File: src/rtl/matrix_ls_sequencer_pkg.sv
// rtl/matrix_ls_sequencer_pkg.sv - shared types for the matrix load/store sequencer
package matrix_ls_sequencer_pkg;

    typedef enum logic [1:0] {
        LS_NONE  = 2'b00,
        LS_LOAD  = 2'b01,
        LS_STORE = 2'b10
    } ls_e;

    typedef logic [3:0]  mreg_t;
    typedef logic [31:0] word_t;

    typedef enum logic [1:0] {
        ST_IDLE,
        ST_ISSUE,
        ST_DONE
    } state_e;

    function automatic word_t sext_imm(input logic [10:0] imm);
        return {{21{imm[10]}}, imm};
    endfunction

endpackage

File: src/rtl/matrix_ls_addr_gen.sv
// rtl/matrix_ls_addr_gen.sv - per-row address/row registers with stride stepping
module matrix_ls_addr_gen
    import matrix_ls_sequencer_pkg::*;
#(
    parameter int ROWS  = 4,
    parameter int ROW_W = $clog2(ROWS)
) (
    input  logic             clk_i,
    input  logic             rst_ni,
    input  logic             init_i,
    input  logic             step_i,
    input  word_t            base_i,
    input  word_t            stride_i,
    input  logic [10:0]      imm_i,
    output word_t            addr_o,
    output logic [ROW_W-1:0] row_o,
    output logic             last_o
);

    word_t            addr_q, addr_d;
    word_t            stride_q, stride_d;
    logic [ROW_W-1:0] row_q, row_d;

    always_ff @(posedge clk_i or negedge rst_ni) begin
        if (!rst_ni) begin
            addr_q   <= '0;
            stride_q <= '0;
            row_q    <= '0;
        end else begin
            addr_q   <= addr_d;
            stride_q <= stride_d;
            row_q    <= row_d;
        end
    end

    // Address arithmetic wraps modulo 2^32 by construction.
    always_comb begin
        addr_d   = addr_q;
        stride_d = stride_q;
        row_d    = row_q;
        if (init_i) begin
            addr_d   = base_i + sext_imm(imm_i);
            stride_d = stride_i;
            row_d    = '0;
        end else if (step_i) begin
            addr_d = addr_q + stride_q;
            row_d  = row_q + 1'b1;
        end
    end

    assign addr_o = addr_q;
    assign row_o  = row_q;
    assign last_o = (row_q == ROW_W'(ROWS - 1));

endmodule

File: src/rtl/matrix_ls_sequencer.sv
// rtl/matrix_ls_sequencer.sv - expands one matrix load/store op into per-row scratchpad requests; MLS_TIMEOUT_EN adds a per-row timeout
module matrix_ls_sequencer
    import matrix_ls_sequencer_pkg::*;
#(
    parameter int ROWS  = 4,
    parameter int ROW_W = $clog2(ROWS)
`ifdef MLS_TIMEOUT_EN
    ,
    parameter int TIMEOUT = 256
`endif
) (
    input  logic             CLK,
    input  logic             nRST,
    input  logic             enable,
    output logic             ready,
    input  logic [1:0]       ls_in,
    input  logic [3:0]       rd_in,
    input  logic [31:0]      base_in,
    input  logic [31:0]      stride_in,
    input  logic [10:0]      imm_in,
    input  logic             flush,
    output logic             sp_req,
    output logic             sp_ren,
    output logic             sp_wen,
    output logic [31:0]      sp_addr,
    output logic [3:0]       sp_mreg,
    output logic [ROW_W-1:0] sp_row,
    input  logic             mhit,
    output logic             done,
    output logic [3:0]       done_rd,
    output logic             err
);

    state_e state_q, state_d;
    ls_e    ls_q;
    mreg_t  rd_q;
    logic   err_q, err_d;
    logic   legal, accept, step, last, timeout_hit;

    assign legal  = (ls_in == LS_LOAD) || (ls_in == LS_STORE);
    assign accept = (state_q == ST_IDLE) && enable && !flush && legal;
    assign step   = (state_q == ST_ISSUE) && mhit && !flush && !last;

`ifdef MLS_TIMEOUT_EN
    localparam int CW = $clog2(TIMEOUT);
    logic [CW-1:0] cnt_q, cnt_d;

    // Counter sits at zero outside ISSUE, so entering ISSUE starts it cleared.
    always_comb begin
        cnt_d = cnt_q + CW'(1);
        if (state_q != ST_ISSUE || mhit) cnt_d = '0;
    end

    always_ff @(posedge CLK or negedge nRST) begin
        if (!nRST) cnt_q <= '0;
        else       cnt_q <= cnt_d;
    end

    assign timeout_hit = (state_q == ST_ISSUE) && !mhit && (cnt_q == CW'(TIMEOUT - 1));
`else
    assign timeout_hit = 1'b0;
`endif

    matrix_ls_addr_gen #(.ROWS(ROWS), .ROW_W(ROW_W)) u_addr_gen (
        .clk_i    (CLK),
        .rst_ni   (nRST),
        .init_i   (accept),
        .step_i   (step),
        .base_i   (base_in),
        .stride_i (stride_in),
        .imm_i    (imm_in),
        .addr_o   (sp_addr),
        .row_o    (sp_row),
        .last_o   (last)
    );

    always_ff @(posedge CLK or negedge nRST) begin
        if (!nRST) begin
            state_q <= ST_IDLE;
            ls_q    <= LS_NONE;
            rd_q    <= '0;
            err_q   <= 1'b0;
        end else begin
            state_q <= state_d;
            err_q   <= err_d;
            if (accept) begin
                ls_q <= ls_e'(ls_in);
                rd_q <= rd_in;
            end
        end
    end

    // Flush wins over everything, including a coincident mhit or timeout.
    always_comb begin
        state_d = state_q;
        err_d   = !flush && (((state_q == ST_IDLE) && enable && !legal) || timeout_hit);
        if (flush) begin
            state_d = ST_IDLE;
        end else begin
            unique case (state_q)
                ST_IDLE:  if (accept) state_d = ST_ISSUE;
                ST_ISSUE: begin
                    if (timeout_hit)      state_d = ST_IDLE;
                    else if (mhit && last) state_d = ST_DONE;
                end
                ST_DONE:  state_d = ST_IDLE;
                default:  state_d = ST_IDLE;
            endcase
        end
    end

    always_comb begin
        ready   = (state_q == ST_IDLE);
        sp_req  = (state_q == ST_ISSUE);
        sp_ren  = (state_q == ST_ISSUE) && (ls_q == LS_LOAD);
        sp_wen  = (state_q == ST_ISSUE) && (ls_q == LS_STORE);
        sp_mreg = rd_q;
        done    = (state_q == ST_DONE);
        done_rd = (state_q == ST_DONE) ? rd_q : '0;
        err     = err_q;
    end

endmodule

File: config.mk
export PLATFORM = sky130hd
export DESIGN_NAME = matrix_ls_sequencer
export DESIGN_NICKNAME = d
export VERILOG_FILES = /design/src/rtl/matrix_ls_sequencer_pkg.sv /design/src/rtl/matrix_ls_addr_gen.sv /design/src/rtl/matrix_ls_sequencer.sv
export SDC_FILE = /design/constraint.sdc
export NUM_CORES = 1
export LEC_CHECK = 0
export BUFFER_PORTS_ARGS = -buffer_cell sky130_fd_sc_hd__buf_2
export CORE_ASPECT_RATIO = 1.1
export CORE_MARGIN = 5
export CORE_UTILIZATION = 50
export DETAILED_ROUTE_END_ITERATION = 8
export GPL_TIMING_DRIVEN = 0
export MAX_ROUTING_LAYER = met4
export PLACE_DENSITY = 0.74
export SLEW_MARGIN = 0
export SYNTH_ARGS = -nofsm -noshare
export SYNTH_HDL_FRONTEND = slang
export SYNTH_SLANG_ARGS = --single-unit
File: constraint.sdc
create_clock -name CLK -period 7.7 [get_ports CLK]
set_clock_uncertainty 0.1 [all_clocks]
set_input_delay 0 -clock CLK [delete_from_list [all_inputs] [get_ports CLK]]
set_output_delay 0 -clock CLK [all_outputs]
set_load 0.03 [all_outputs]
==> impl_metrics.py <==
metrics = {
    "routing": {
        "vias_per_cell": 5.65,
        "firstDrtPassIters": 5,
        "wl_per_cell_um": 16.9,
        "postRouteAntennaNets": 0,
        "num_vias": 6619,
        "finalWirelength_um": 19800,
        "drc": 0,
        "drt_iter0_markers": 417,
    },
    "worst_setup_path": {
        "end_kind": "flop",
        "crit_required_ns": 7.86,
        "ff2ff_path_depth": 6,
        "critPathLaunchType": "flop",
        "path_class": "flop to flop",
        "rrSetupSlack_ns": 4.26,
        "crit_fanout": 10,
        "arrival_ns": 3.60,
    },
    "yosys": {
        "synth_top_family_by_area": "compound AO/OA/AOI/OAI gates",
        "postSynthAreaPerCell_um2": 8.06,
        "yosysWarningCount": 0,
        "syn_nets": 966,
        "ys_ff_latch": 75,
        "ys_types": 78,
        "synthMuxAreaShare": 0.0143,
        "syn-cell-area_mm2": 0.00657,
        "synth-simple-area-share": 0.217,
        "synth_edf_count": 0,
        "synth_xor_area_frac": 0.0613,
        "synth_compound_area_frac": 0.260,
        "syn_inst": 815,
        "seq_area_frac_synth": 0.286,
        "async_flop_share": 1.00,
        "synth_fa_ha_area_frac": 0.126,
        "yosys_most_used_dff": "dfrtp_1",
    },
    "hold_path": {
        "hold_depth": 4,
        "holdCritPathClass": "primary input to flop",
    },
    "clocking": {
        "clk-insertion-delay-late_ns": 0.34,
        "cts_setup_buffers": 0,
        "clock-sinks": 75,
        "cts_buffers": 9,
        "clockRootBuffer": "clkbuf_16",
        "cts_tree": "done",
        "cts_max_level": 3,
        "cts.clk_slew.worst_paths_ns": 0.06,
        "cts_buffer_depth": 2,
        "cts_resized": 0,
    },
    "die": {
        "dieArea_mm2": 0.0155,
        "die_w_um": 119,
        "die_y_um": 130,
        "row_count": 44,
        "io_pins": 134,
        "start_util": 0.503,
        "core-area_mm2": 0.0130,
    },
    "timing": {
        "fin_crit_sh": 0.447,
        "worstMarginPinSlew_ns": 1.14,
        "tns_ns": 0,
        "maxSlewViolCount": 0,
        "hold_viol": 0,
        "slew_headroom": 0.232,
        "timing.fmax_mhz": 291,
        "rsz0062_at_grt": "no",
        "finalSetupViolCount": 0,
        "hold_ws_ns": 0.0276,
        "fin_crit_ns": 3.44,
    },
    "final_layout": {
        "nNetsFinal": 1157,
        "area_growth_pct": 25.6,
        "diodes": 0,
        "drive_above_1_share": 0.177,
    },
    "global_route": {
        "grt_pass1_wl_um": 31500,
        "grt_pass1_vias": 6268,
        "grt_max_degree": 41,
        "overflow": 0,
        "track_usage": 0.259,
        "antenna_found_initial": 0,
    },
    "pwr": {
        "vdd_drop_max_uv": 140,
        "powerDensity_mw_per_mm2": 306,
        "p_leak_nw": 4.09,
    },
    "placement": {
        "portBuffers": 133,
        "routabilityCongestion": 0.919,
        "dp_hpwl_um": 15100,
    },
    "status": {
        "status": "completed",
    },
    "run": {
        "max_cap_violations": 0,
    },
}
## cell type report
cell class                      instances  area [µm²]
Inverter                               16        60.1
Clock buffer                            9         225
Timing Repair Buffer                  180        1150
Multi-Input combinational cell        688        4450
Buffer                                 36         178
Sequential cell                        75        1880
Fill cell                            1165        4800
Tap cell                              161         201
Clock inverter                          6         105
## cells in the final DEF (no fill, tap or decap), types with 16 or more instances in the layout
cell type      synthesis  routed
nand2_1              177     177
buf_2                  1     133
dfrtp_1               75      75
a21oi_1               72      72
ha_1                  63      63
o21ai_0               46      46
dlygate4sd3_1          0      46
nor2_1                40      40
a21o_1                33      33
xnor2_1               32      32
clkbuf_1              23      23
a211oi_1              21      21
inv_1                 16      16
## worst max-delay path, stage by stage (launching register included)
cell,delay [ns]
dfrtp_1,0.42
nand2b_1,0.25
nor4b_1,0.96
clkbuf_1,0.63
clkbuf_1,0.60
o21ai_0,0.22
a22oi_1,0.17
## final timing paths
path / from / to
max: state_q[1] / u_addr_gen.addr_o[25]
min: base_in[31] / u_addr_gen.addr_o[31]
max reg2reg: state_q[1] / u_addr_gen.addr_o[25]
min reg2reg: sp_mreg[2] / sp_mreg[2]
max in group asynchronous: nRST / u_addr_gen.stride_q[21]
min in group asynchronous: nRST / u_addr_gen.addr_o[0]
## synthesized netlist by cell type (all sizes together), types with 7 or more instances
master	number	area (µm²)
nand3	15	75.1
a31oi	8	50.1
xnor2	32	280
inv	16	60.1
dfrtp	75	1880
buf	10	65.1
o211ai	7	52.6
nor2	40	150
nand2	178	671
o21bai	14	105
o21ai	47	235
a21oi	72	360
clkbuf	26	113
xor2	14	123
nand4	10	62.6
a211oi	23	183
and2	8	50.1
a21o	34	257
a22oi	7	52.6
nor3	15	75.1
and3	8	51.3
ha	63	788
## per-layer routing
layer / up-vias / global-route usage / routed length, µm
met3: 20 / 0.0312 / 1460
met1: 3038 / 0.348 / 8760
li1: 3338 / - / -
met5: - / - / 0
met4: 0 / 0.0688 / 292
met2: 223 / 0.419 / 9270
## power breakdown
| part | switching, W | internal (W) |
|---|---|---|
| clock network | 0.000162 | 0.000313 |
| registers | 0.000109 | 0.000506 |
| logic | 0.000865 | 0.000569 |
| total | 0.00114 | 0.00139 |
## what timing repair did
action | in CTS | in global routing
hold buffers | 46 | 0
endpoints found under the hold margin | 117 | 0
endpoints found under the setup margin | 0 | 0
## metrics by stage
step	instance area, µm²	worst slack, ns	power (W)	util	cells
CTS	8250	4.24	0.00251	0.632	1171
finish	8250	4.26	0.00252	0.632	1171
global placement	7430	4.26	0.00199	0.570	1109
floorplan	6570	4.82	0.00165	-	815
detailed placement	7460	4.24	0.00200	0.572	1110
global route	8250	4.08	0.00270	0.632	1171
## cells by family after synthesis
| group | Yosys count |
|---|---|
| AOI/OAI and AO/OA | 256 |
| adders and majority gates | 65 |
| buffers and inverters | 52 |
| and+or+nand+nor | 312 |
| xor gates and xnor gates | 46 |
| muxes | 9 |
| DFF | 75 |
## registers in the layout (all words and copies together), names as in the netlist
register	cells
u_addr_gen.row_o	2
u_addr_gen.addr_o	32
sp_mreg	4
err	1
ls_q	2
state_q	2
u_addr_gen.stride_q	32
Power figures use the tool's default switching activity.
